[config.mk]
export PLATFORM = sky130hd
export DESIGN_NAME = instr_mem_loader_flat
export DESIGN_NICKNAME = d
export VERILOG_FILES = /design/src/rtl/instr_mem_loader_if.sv /design/src/rtl/instr_mem_loader.sv /design/src/flat_wrapper.sv
export SDC_FILE = /design/constraint.sdc
export NUM_CORES = 1
export LEC_CHECK = 0
export ABC_AREA = 1
export BUFFER_PORTS_ARGS = -buffer_cell sky130_fd_sc_hd__buf_2
export CAP_MARGIN = 5
export CORE_UTILIZATION = 51
export CTS_CLUSTER_SIZE = 20
export DETAILED_ROUTE_END_ITERATION = 12
export GPL_ROUTABILITY_DRIVEN = 0
export PLACE_DENSITY_LB_ADDON = 0.2
export SLEW_MARGIN = 0
export SYNTH_ARGS = -nofsm -noshare
export SYNTH_HDL_FRONTEND = slang
export SYNTH_SLANG_ARGS = --single-unit
[constraint.sdc]
create_clock -name clk -period 1.6 [get_ports clk]
set_input_delay 0.16 -clock clk [delete_from_list [all_inputs] [get_ports clk]]
set_output_delay 0.16 -clock clk [all_outputs]
set_load 0.02 [all_outputs]
[src/rtl/instr_mem_loader_if.sv]
// ---------------------------------------------------------------------------
// instr_mem_loader_if
// Bundles the loader's UART-side inputs and BRAM/status outputs.
//   i_start     : one-cycle pulse, begin a load at word address 0
//   i_rx_data   : received byte, valid while i_rx_done is high
//   i_rx_done   : one-cycle receive strobe
//   o_w_enable  : BRAM write strobe, one cycle per word
//   o_address   : BRAM word address of the current strobe
//   o_data      : BRAM write data
//   o_busy      : loading in progress (fetch PC_write = ~o_busy)
//   o_done      : load finished, held until next i_start or reset
//   o_overflow  : memory filled without a halt word
//   o_error     : checksum mismatch (0 unless LOADER_CHECKSUM_EN)
// Modports: master drives the inputs (UART side / bench), slave is the loader.
// ---------------------------------------------------------------------------
interface instr_mem_loader_if #(
  parameter int DATA_W = 32,
  parameter int ADDR_W = 8
);
  logic              i_start;
  logic [7:0]        i_rx_data;
  logic              i_rx_done;
  logic              o_w_enable;
  logic [ADDR_W-1:0] o_address;
  logic [DATA_W-1:0] o_data;
  logic              o_busy;
  logic              o_done;
  logic              o_overflow;
  logic              o_error;

  modport master (
    output i_start, i_rx_data, i_rx_done,
    input  o_w_enable, o_address, o_data, o_busy, o_done, o_overflow, o_error
  );

  modport slave (
    input  i_start, i_rx_data, i_rx_done,
    output o_w_enable, o_address, o_data, o_busy, o_done, o_overflow, o_error
  );
endinterface

[src/rtl/instr_mem_loader.sv]
// ---------------------------------------------------------------------------
// instr_mem_loader
// Packs a UART byte stream into 32-bit big-endian instruction words and
// writes them to the instruction BRAM at incrementing word addresses.
// Loading ends after a HALT_WORD is written or after the last address
// (2^ADDR_W-1) is written, the latter flagging o_overflow.
//
// Optional feature macro: LOADER_CHECKSUM_EN
//   defined   : an 8-bit XOR of every loaded byte is compared against one
//               trailing checksum byte (CHECK state); o_error on mismatch.
//   undefined : no CHECK state, o_error tied low.
//
// Ports:
//   clk : rising-edge clock
//   rst : synchronous active-low reset
//   bus : instr_mem_loader_if.slave (see interface file for signal list)
// ---------------------------------------------------------------------------
module instr_mem_loader #(
  parameter int                DATA_W    = 32,
  parameter int                ADDR_W    = 8,
  parameter logic [DATA_W-1:0] HALT_WORD = 32'hFFFF_FFFF
) (
  input  logic                  clk,
  input  logic                  rst,
  instr_mem_loader_if.slave     bus
);

`ifdef LOADER_CHECKSUM_EN
  typedef enum logic [1:0] {
    S_IDLE  = 2'd0,
    S_RECV  = 2'd1,
    S_CHECK = 2'd2,
    S_DONE  = 2'd3
  } state_t;
`else
  typedef enum logic [1:0] {
    S_IDLE  = 2'd0,
    S_RECV  = 2'd1,
    S_DONE  = 2'd3
  } state_t;
`endif

  state_t state_q, state_d;

  // Holds only the first three bytes of a word; the fourth comes straight
  // from i_rx_data when the word completes.
  logic [DATA_W-9:0] asm_q;
  logic [1:0]        byte_cnt_q;
  logic [ADDR_W-1:0] word_addr_q;

  logic              w_enable_q;
  logic [ADDR_W-1:0] address_q;
  logic [DATA_W-1:0] data_q;
  logic              overflow_q;

  logic              launch;
  logic              byte_ok;
  logic              word_done;
  logic [DATA_W-1:0] word_next;
  logic              term;
  logic              ovf_set;

  assign launch    = ((state_q == S_IDLE) || (state_q == S_DONE)) && bus.i_start;
  assign byte_ok   = (state_q == S_RECV) && bus.i_rx_done;
  assign word_next = {asm_q, bus.i_rx_data};
  assign word_done = byte_ok && (byte_cnt_q == 2'd3);

`ifdef LOADER_CHECKSUM_EN
  logic [7:0] csum_q;
  logic       error_q;
  logic       csum_byte;
  logic       addr_last;

  // Termination is decided as the word completes, so the CHECK state is
  // already listening when the checksum byte follows the final word.
  assign addr_last = (word_addr_q == {ADDR_W{1'b1}});
  assign term      = word_done && ((word_next == HALT_WORD) || addr_last);
  assign ovf_set   = term && (word_next != HALT_WORD);
  assign csum_byte = (state_q == S_CHECK) && bus.i_rx_done;
`else
  logic halt_strobe;
  logic last_strobe;

  // Termination is decided in the strobe cycle itself so DONE is reached on
  // the edge right after the final write.
  assign halt_strobe = w_enable_q && (data_q == HALT_WORD);
  assign last_strobe = w_enable_q && (address_q == {ADDR_W{1'b1}});
  assign term        = (state_q == S_RECV) && (halt_strobe || last_strobe);
  assign ovf_set     = term && !halt_strobe;
`endif

  // State register
  always_ff @(posedge clk) begin
    // NOTE: sequential state uses non-blocking assignments so every flop
    // samples pre-edge values regardless of statement order.
    if (!rst) state_q <= S_IDLE;
    else      state_q <= state_d;
  end

  // Next-state logic
  always_comb begin
    // NOTE: defaulting state_d before the case keeps every path assigned,
    // so no latch is inferred.
    state_d = state_q;
    case (state_q)
      S_IDLE: if (launch) state_d = S_RECV;
`ifdef LOADER_CHECKSUM_EN
      S_RECV:  if (term)      state_d = S_CHECK;
      S_CHECK: if (csum_byte) state_d = S_DONE;
`else
      S_RECV: if (term) state_d = S_DONE;
`endif
      S_DONE: if (launch) state_d = S_RECV;
      default: state_d = S_IDLE;
    endcase
  end

  // Datapath: byte assembly, word address, write strobe and flags
  always_ff @(posedge clk) begin
    if (!rst) begin
      // NOTE: everything is reset here, including the assembly register, so
      // a reset mid-word leaves no stale bytes in any observable state.
      asm_q       <= '0;
      byte_cnt_q  <= '0;
      word_addr_q <= '0;
      w_enable_q  <= 1'b0;
      address_q   <= '0;
      data_q      <= '0;
      overflow_q  <= 1'b0;
    end else begin
      w_enable_q <= 1'b0;

      if (launch) begin
        byte_cnt_q  <= '0;
        word_addr_q <= '0;
        overflow_q  <= 1'b0;
      end

      if (byte_ok) begin
        asm_q      <= word_next[DATA_W-9:0];
        byte_cnt_q <= byte_cnt_q + 2'd1;
        if (byte_cnt_q == 2'd3) begin
          data_q      <= word_next;
          address_q   <= word_addr_q;
          w_enable_q  <= 1'b1;
          word_addr_q <= word_addr_q + 1'b1;
        end
      end

      if (ovf_set) overflow_q <= 1'b1;
    end
  end

`ifdef LOADER_CHECKSUM_EN
  always_ff @(posedge clk) begin
    if (!rst) begin
      csum_q  <= '0;
      error_q <= 1'b0;
    end else begin
      if (launch) begin
        csum_q  <= '0;
        error_q <= 1'b0;
      end
      if (byte_ok)   csum_q  <= csum_q ^ bus.i_rx_data;
      if (csum_byte) error_q <= (bus.i_rx_data != csum_q);
    end
  end

  assign bus.o_error = error_q;
  assign bus.o_busy  = (state_q == S_RECV) || (state_q == S_CHECK);
`else
  assign bus.o_error = 1'b0;
  assign bus.o_busy  = (state_q == S_RECV);
`endif

  assign bus.o_w_enable = w_enable_q;
  assign bus.o_address  = address_q;
  assign bus.o_data     = data_q;
  assign bus.o_done     = (state_q == S_DONE);
  assign bus.o_overflow = overflow_q;

endmodule
[src/flat_wrapper.sv]
// flat-port wrapper written by rule: the top's interface ports become plain ports
module instr_mem_loader_flat 
#(
  parameter int                DATA_W    = 32,
  parameter int                ADDR_W    = 8,
  parameter logic [DATA_W-1:0] HALT_WORD = 32'hFFFF_FFFF
)
  (clk, rst, bus_i_start, bus_i_rx_data, bus_i_rx_done, bus_o_w_enable, bus_o_address, bus_o_data, bus_o_busy, bus_o_done, bus_o_overflow, bus_o_error);
  instr_mem_loader_if #(.DATA_W(DATA_W), .ADDR_W(ADDR_W)) bus_i ();
  input  logic clk;
  input  logic rst;
  input wire logic [$bits(bus_i.i_start)-1:0] bus_i_start;
  input wire logic [$bits(bus_i.i_rx_data)-1:0] bus_i_rx_data;
  input wire logic [$bits(bus_i.i_rx_done)-1:0] bus_i_rx_done;
  output wire logic [$bits(bus_i.o_w_enable)-1:0] bus_o_w_enable;
  output wire logic [$bits(bus_i.o_address)-1:0] bus_o_address;
  output wire logic [$bits(bus_i.o_data)-1:0] bus_o_data;
  output wire logic [$bits(bus_i.o_busy)-1:0] bus_o_busy;
  output wire logic [$bits(bus_i.o_done)-1:0] bus_o_done;
  output wire logic [$bits(bus_i.o_overflow)-1:0] bus_o_overflow;
  output wire logic [$bits(bus_i.o_error)-1:0] bus_o_error;
  assign bus_i.i_start = bus_i_start;
  assign bus_i.i_rx_data = bus_i_rx_data;
  assign bus_i.i_rx_done = bus_i_rx_done;
  assign bus_o_w_enable = bus_i.o_w_enable;
  assign bus_o_address = bus_i.o_address;
  assign bus_o_data = bus_i.o_data;
  assign bus_o_busy = bus_i.o_busy;
  assign bus_o_done = bus_i.o_done;
  assign bus_o_overflow = bus_i.o_overflow;
  assign bus_o_error = bus_i.o_error;
  instr_mem_loader #(.DATA_W(DATA_W), .ADDR_W(ADDR_W), .HALT_WORD(HALT_WORD)) u_core (.clk(clk), .rst(rst), .bus(bus_i));
endmodule
; After elaboration in Yosys (flattened, before gate mapping)
; Index checks and enable logic that the tools add are counted.
; Widths: inputs -> output; s select.
[totals]
regBits = 78
input_bits = 12
output_inout_bits = 45
word_cells = 44
[classes]
n_addsub = 2
n_eq_ne = 7
n_mux = 11
reduce_logical = 16
[op_table]
columns = operator, n
row1 = $eq 32x32->1 const B, 1
row2 = $mux 8, 3
row3 = $add 8x1->8 const B, 1
row4 = $eq 8x8->1 const B, 1
row5 = $mux 2, 4
row6 = $logic_and 1x1->1, 6
row7 = $reduce_and 2->1, 3
row8 = $eq 2x2->1 const B, 2
row9 = $ne 2x1->1 const B, 2
row10 = $pmux 2 s2, 1
row11 = $reduce_bool 2->1, 2
row12 = $mux 1, 3
row13 = $add 2x1->2 const B, 1
row14 = $eq 2x1->1 const B, 1
row15 = $logic_not 2->1, 1
row16 = $logic_or 1x1->1, 2
row17 = $reduce_or 2->1, 1
row18 = $logic_not 1->1, 1

; Longest topological paths before layout
[depth]
depth_word = 6
ltp_mapped = 11
ltp_nobuf = 11

; Worst setup path before layout
; No wires, ideal clock.
[synth_path]
path_type = register to register
startpoint = register u_core.state_q[1]
endpoint = register u_core.word_addr_q[2]
setup_ps = 122
arrival_ps = 1428
required_time_ps = 1478
setup_slack_ps = 51
path_stages_with_launch = 11
n_path_buf = 1
synth_period_minus_slack_ps = 1549
cell_sequence = dfxtp_1 > inv_1 > ha_1 > nand2_2 > clkinv_2 > nand2_4 > inv_2 > buf_6 > nand2_1 > o21ai_1 > a21oi_1
[synth_between]
word_cells_on_any_way = 9
classes_between = 2 x eq/ne / 3 x mux / 4 x reduce/logical
[synth_rtl]
columns = element, line_no
row1 = from (decl), instr_mem_loader.sv:43  ; state_t state_q, state_d;
row2 = from (signal assigned), instr_mem_loader.sv:97  ; else state_q <= state_d;
row3 = $eq 2x1->1, n/a
row4 = via bus_o_busy, flat_wrapper.sv:18  ; output wire logic [$bits(bus_i.o_busy)-1:0] bus_o_busy;
row5 = $logic_and 1x1->1, instr_mem_loader.sv:64  ; assign byte_ok = (state_q == S_RECV) && bus.i_rx_done;
row6 = $mux 8, instr_mem_loader.sv:139  ; if (byte_ok) begin
row7 = to (signal assigned), instr_mem_loader.sv:146  ; word_addr_q <= word_addr_q + 1'b1;
row8 = to (decl), instr_mem_loader.sv:49  ; logic [ADDR_W-1:0] word_addr_q;
; The timed path passes the listed nets, and every way through them passes these cells.
; A chain may end at the register's enable or synchronous reset.

; Worst setup path in the final report
[layout_path]
startpoint = register u_core.state_q[1]
endpoint = register u_core.data_q[17], in the netlist u_core.bus.o_data[17]
[layout_between]
elab_chain_len = 3
[layout_lines]
columns = element, line_no
row1 = $eq 2x1->1, instr_mem_loader.sv:64
row2 = $logic_and 1x1->1, instr_mem_loader.sv:64
row3 = $reduce_and 2->1 (no line), n/a
row4 = to (signal assigned), instr_mem_loader.sv:143  ; data_q <= word_next;
row5 = to (decl), instr_mem_loader.sv:53  ; logic [DATA_W-1:0] data_q;
; Every way passes these cells.

==> impl_metrics.ini <==
[setup_path]
crit_arrival_ns = 1.75
reg2reg_from = u_core.state_q[1]
rrSetupSlack_ns = 0.12
critPathRequiredTime_ns = 1.87
reg2reg_depth = 9
worstReg2RegEnd = u_core.bus.o_data[17]
critPathLaunchType = flip-flop
critPathKind = flip-flop to flip-flop
worstPathMaxFanout = 12
end_kind = flip-flop

[logic_synthesis]
synth.most_common_cell = nand2_1
postSynthCellCount = 396
synth_top_area_frac = 0.507
synth_warnings = 0
synth-edff-count = 0
synth_nets = 413
synth_area_leaders = dfxtp_1 (51%), nand2_1 (11%), a21oi_1 (6.7%)
synth_top_area_cell = dfxtp_1
synth_ff_type = dfxtp_1
syn_avg_cell_area_sq_um = 7.78
async_reset_ff_frac = 0
synth_seq_area_share = 0.507
ys_ff_latch = 78
synth.cell_area_sq_um = 3080
synth_cell_type_count = 27
ys_top_cells_by_count = nand2_1 (88), dfxtp_1 (78), a21oi_1 (41)

[clocking]
clkTransAtPathRegs_ns = 0.09
insertion_delay_ns = 0.34
cts_root_buf = clkbuf_8
cts_sinks = 78
postCtsHoldBufs = 0
cts-root-to-sink-buffers = 2
cts_buffers = 9
cts_tree = yes
h-tree-depth = 3

[floorplanning]
core_area_sq_um = 5680
die_h_um = 79.7
fp.dieW_um = 79.7
rows = 27
die_area_sq_um = 6360
io_pins = 57
start_util = 0.543

[drt]
drc = 0
ant_nets = 0
vias_per_cell = 5.13
vias = 2731
dr.pass1.iters = 5
drt_iter0_drc = 153
drt_wl_total_mm = 6.85
wire_per_inst_um = 12.9

[layout]
multi_input_area_sq_um = 1290
utilization = 0.653
syn_to_final_growth_pct = 20.3
design_area_sq_um = 3710
drive_gt1_frac = 0.230
antenna_cells = 0
nFillCells = 504
fin_cells = 532
final_nets = 472
regArea_sq_um = 1560

[power]
leakagePower_nw = 1.56
power_density_nw_per_um2 = 1190
ir_drop_v = 0.000620

[timing]
rsz0062_at_grt = no
final_max_slew_viol_count = 0
tns_ns = 0
timing.final.hold_violations = 0
max_freq_mhz = 675
min_period_ns = 1.48
fin_skew_ns = 0.0109
final-setup-viol-count = 0
worst_hold_slack_ns = 0.0427
period_share = 0.926

[worst_hold_path]
min_to = u_core.bus.o_data[5]
hp-class = input port to flip-flop
min-delay-start = bus_i_rx_data[5]
min_path_cells = 3

[grt]
grt_max_degree = 41
grt_pass1_wl_mm = 11.2
antenna_found_initial = 0
gr-usage-all-layers = 0.230
overflow = 0
grt_pass1_vias = 2482

[placed_design]
hpwl_mm = 4.87
port_buffers = 55
dpl-instance-area_sq_um = 3430
dp_cells = 514

[outcome]
outcome = complete, no violations

[flow_run]
max_cap_viol_count = 0
-- sequential cells by signal, summed over array words and instances, names as in the netlist --
signal,count
u_core.bus.o_data,32
u_core.asm_q,24
u_core.bus.o_address,8
u_core.word_addr_q,8
u_core.byte_cnt_q,2
u_core.state_q,2
u_core.bus.o_overflow,1
u_core.bus.o_w_enable,1
-- report_power, final --
part,internal [mW],switching [mW],total (mW),leakage [nW]
Sequential,2.09,0.0771,2.17,0.632
Combinational,0.193,0.391,0.584,0.810
Clock,0.932,0.720,1.65,0.117
-- stage by stage --
stage	worst slack (ns)	power, mW
floorplan	0.0508	2.63
global placement	0.0668	2.76
detailed placement	0.0329	2.77
CTS	0.00483	4.42
global route	0.0100	4.62
finish	0.119	4.40
-- logic make-up after synthesis --
family                   share of synthesized area
flip-flops                                   0.507
buffers and inverters                       0.0780
AO/OA/AOI/OAI                                0.175
other                                      0.00122
AND/OR/NAND/NOR                              0.219
adder cells (fa/ha/maj)                     0.0203
-- cell type report --
cell class,instances,area share
flip-flops and latches,78,0.422
multi-input cells,263,0.349
repair buffers,70,0.107
clock buffers,10,0.0371
inverters,33,0.0351
clock inverters,6,0.0257
well taps,72,0.0243
-- worst max path at each step --
stage | start | endpoint | slack [ns] | cells past startpoint
finish | u_core.state_q[1] | u_core.bus.o_data[17] | 0.12 | 9
global placement | u_core.state_q[1] | u_core.word_addr_q[4] | 0.07 | 9
global route | u_core.state_q[1] | u_core.word_addr_q[4] | 0.01 | 9
CTS | u_core.state_q[1] | u_core.word_addr_q[0] | 0.005 | 8
detailed placement | u_core.state_q[0] | u_core.word_addr_q[6] | 0.03 | 7
floorplan | u_core.state_q[1] | u_core.word_addr_q[2] | 0.05 | 10
-- metal layers --
metal	GRT usage	up-vias	share of wire
met3	0.0377	9	0.047
li1	-	1413	-
met2	0.374	69	0.47
met4	0.102	0	0.011
met5	0	-	0
met1	0.299	1240	0.47
-- worst max-delay path, cell delays in order (launching register included) --
cell and delay, ns:
dfxtp_2 0.33, inv_1 0.07, ha_2 0.22, nand2_2 0.08, clkinv_2 0.09, nand2_8 0.11
nor2_8 0.15, inv_2 0.04, buf_4 0.18, o21ai_0 0.16
-- cells in the final DEF, fill, tap and decap left out, types with 2 or more instances in the layout --
cell and instances:
ha_1 4, nand4_1 3, nor2_1 33, buf_2 55
a211oi_1 2, a31oi_1 2, nand3_1 30, bufinv_16 2
buf_6 2, dfxtp_1 76, clkbuf_8 10, nor3_1 3
dfxtp_2 2, clkinv_4 4, nand2_2 2, o21ai_2 9
o21ai_1 3, inv_1 30, buf_4 13, a21oi_1 41
o21ai_0 38, nand2_1 87
-- what timing repair did --
item / 4_1_cts / 5_1_grt
resized for setup: 0 / 10
buffers inserted: 0 / 2
endpoints found under the setup margin: 0 / 47
hold endpoints to repair: 0 / 0
Note: power is estimated with default switching activity, not from simulation.
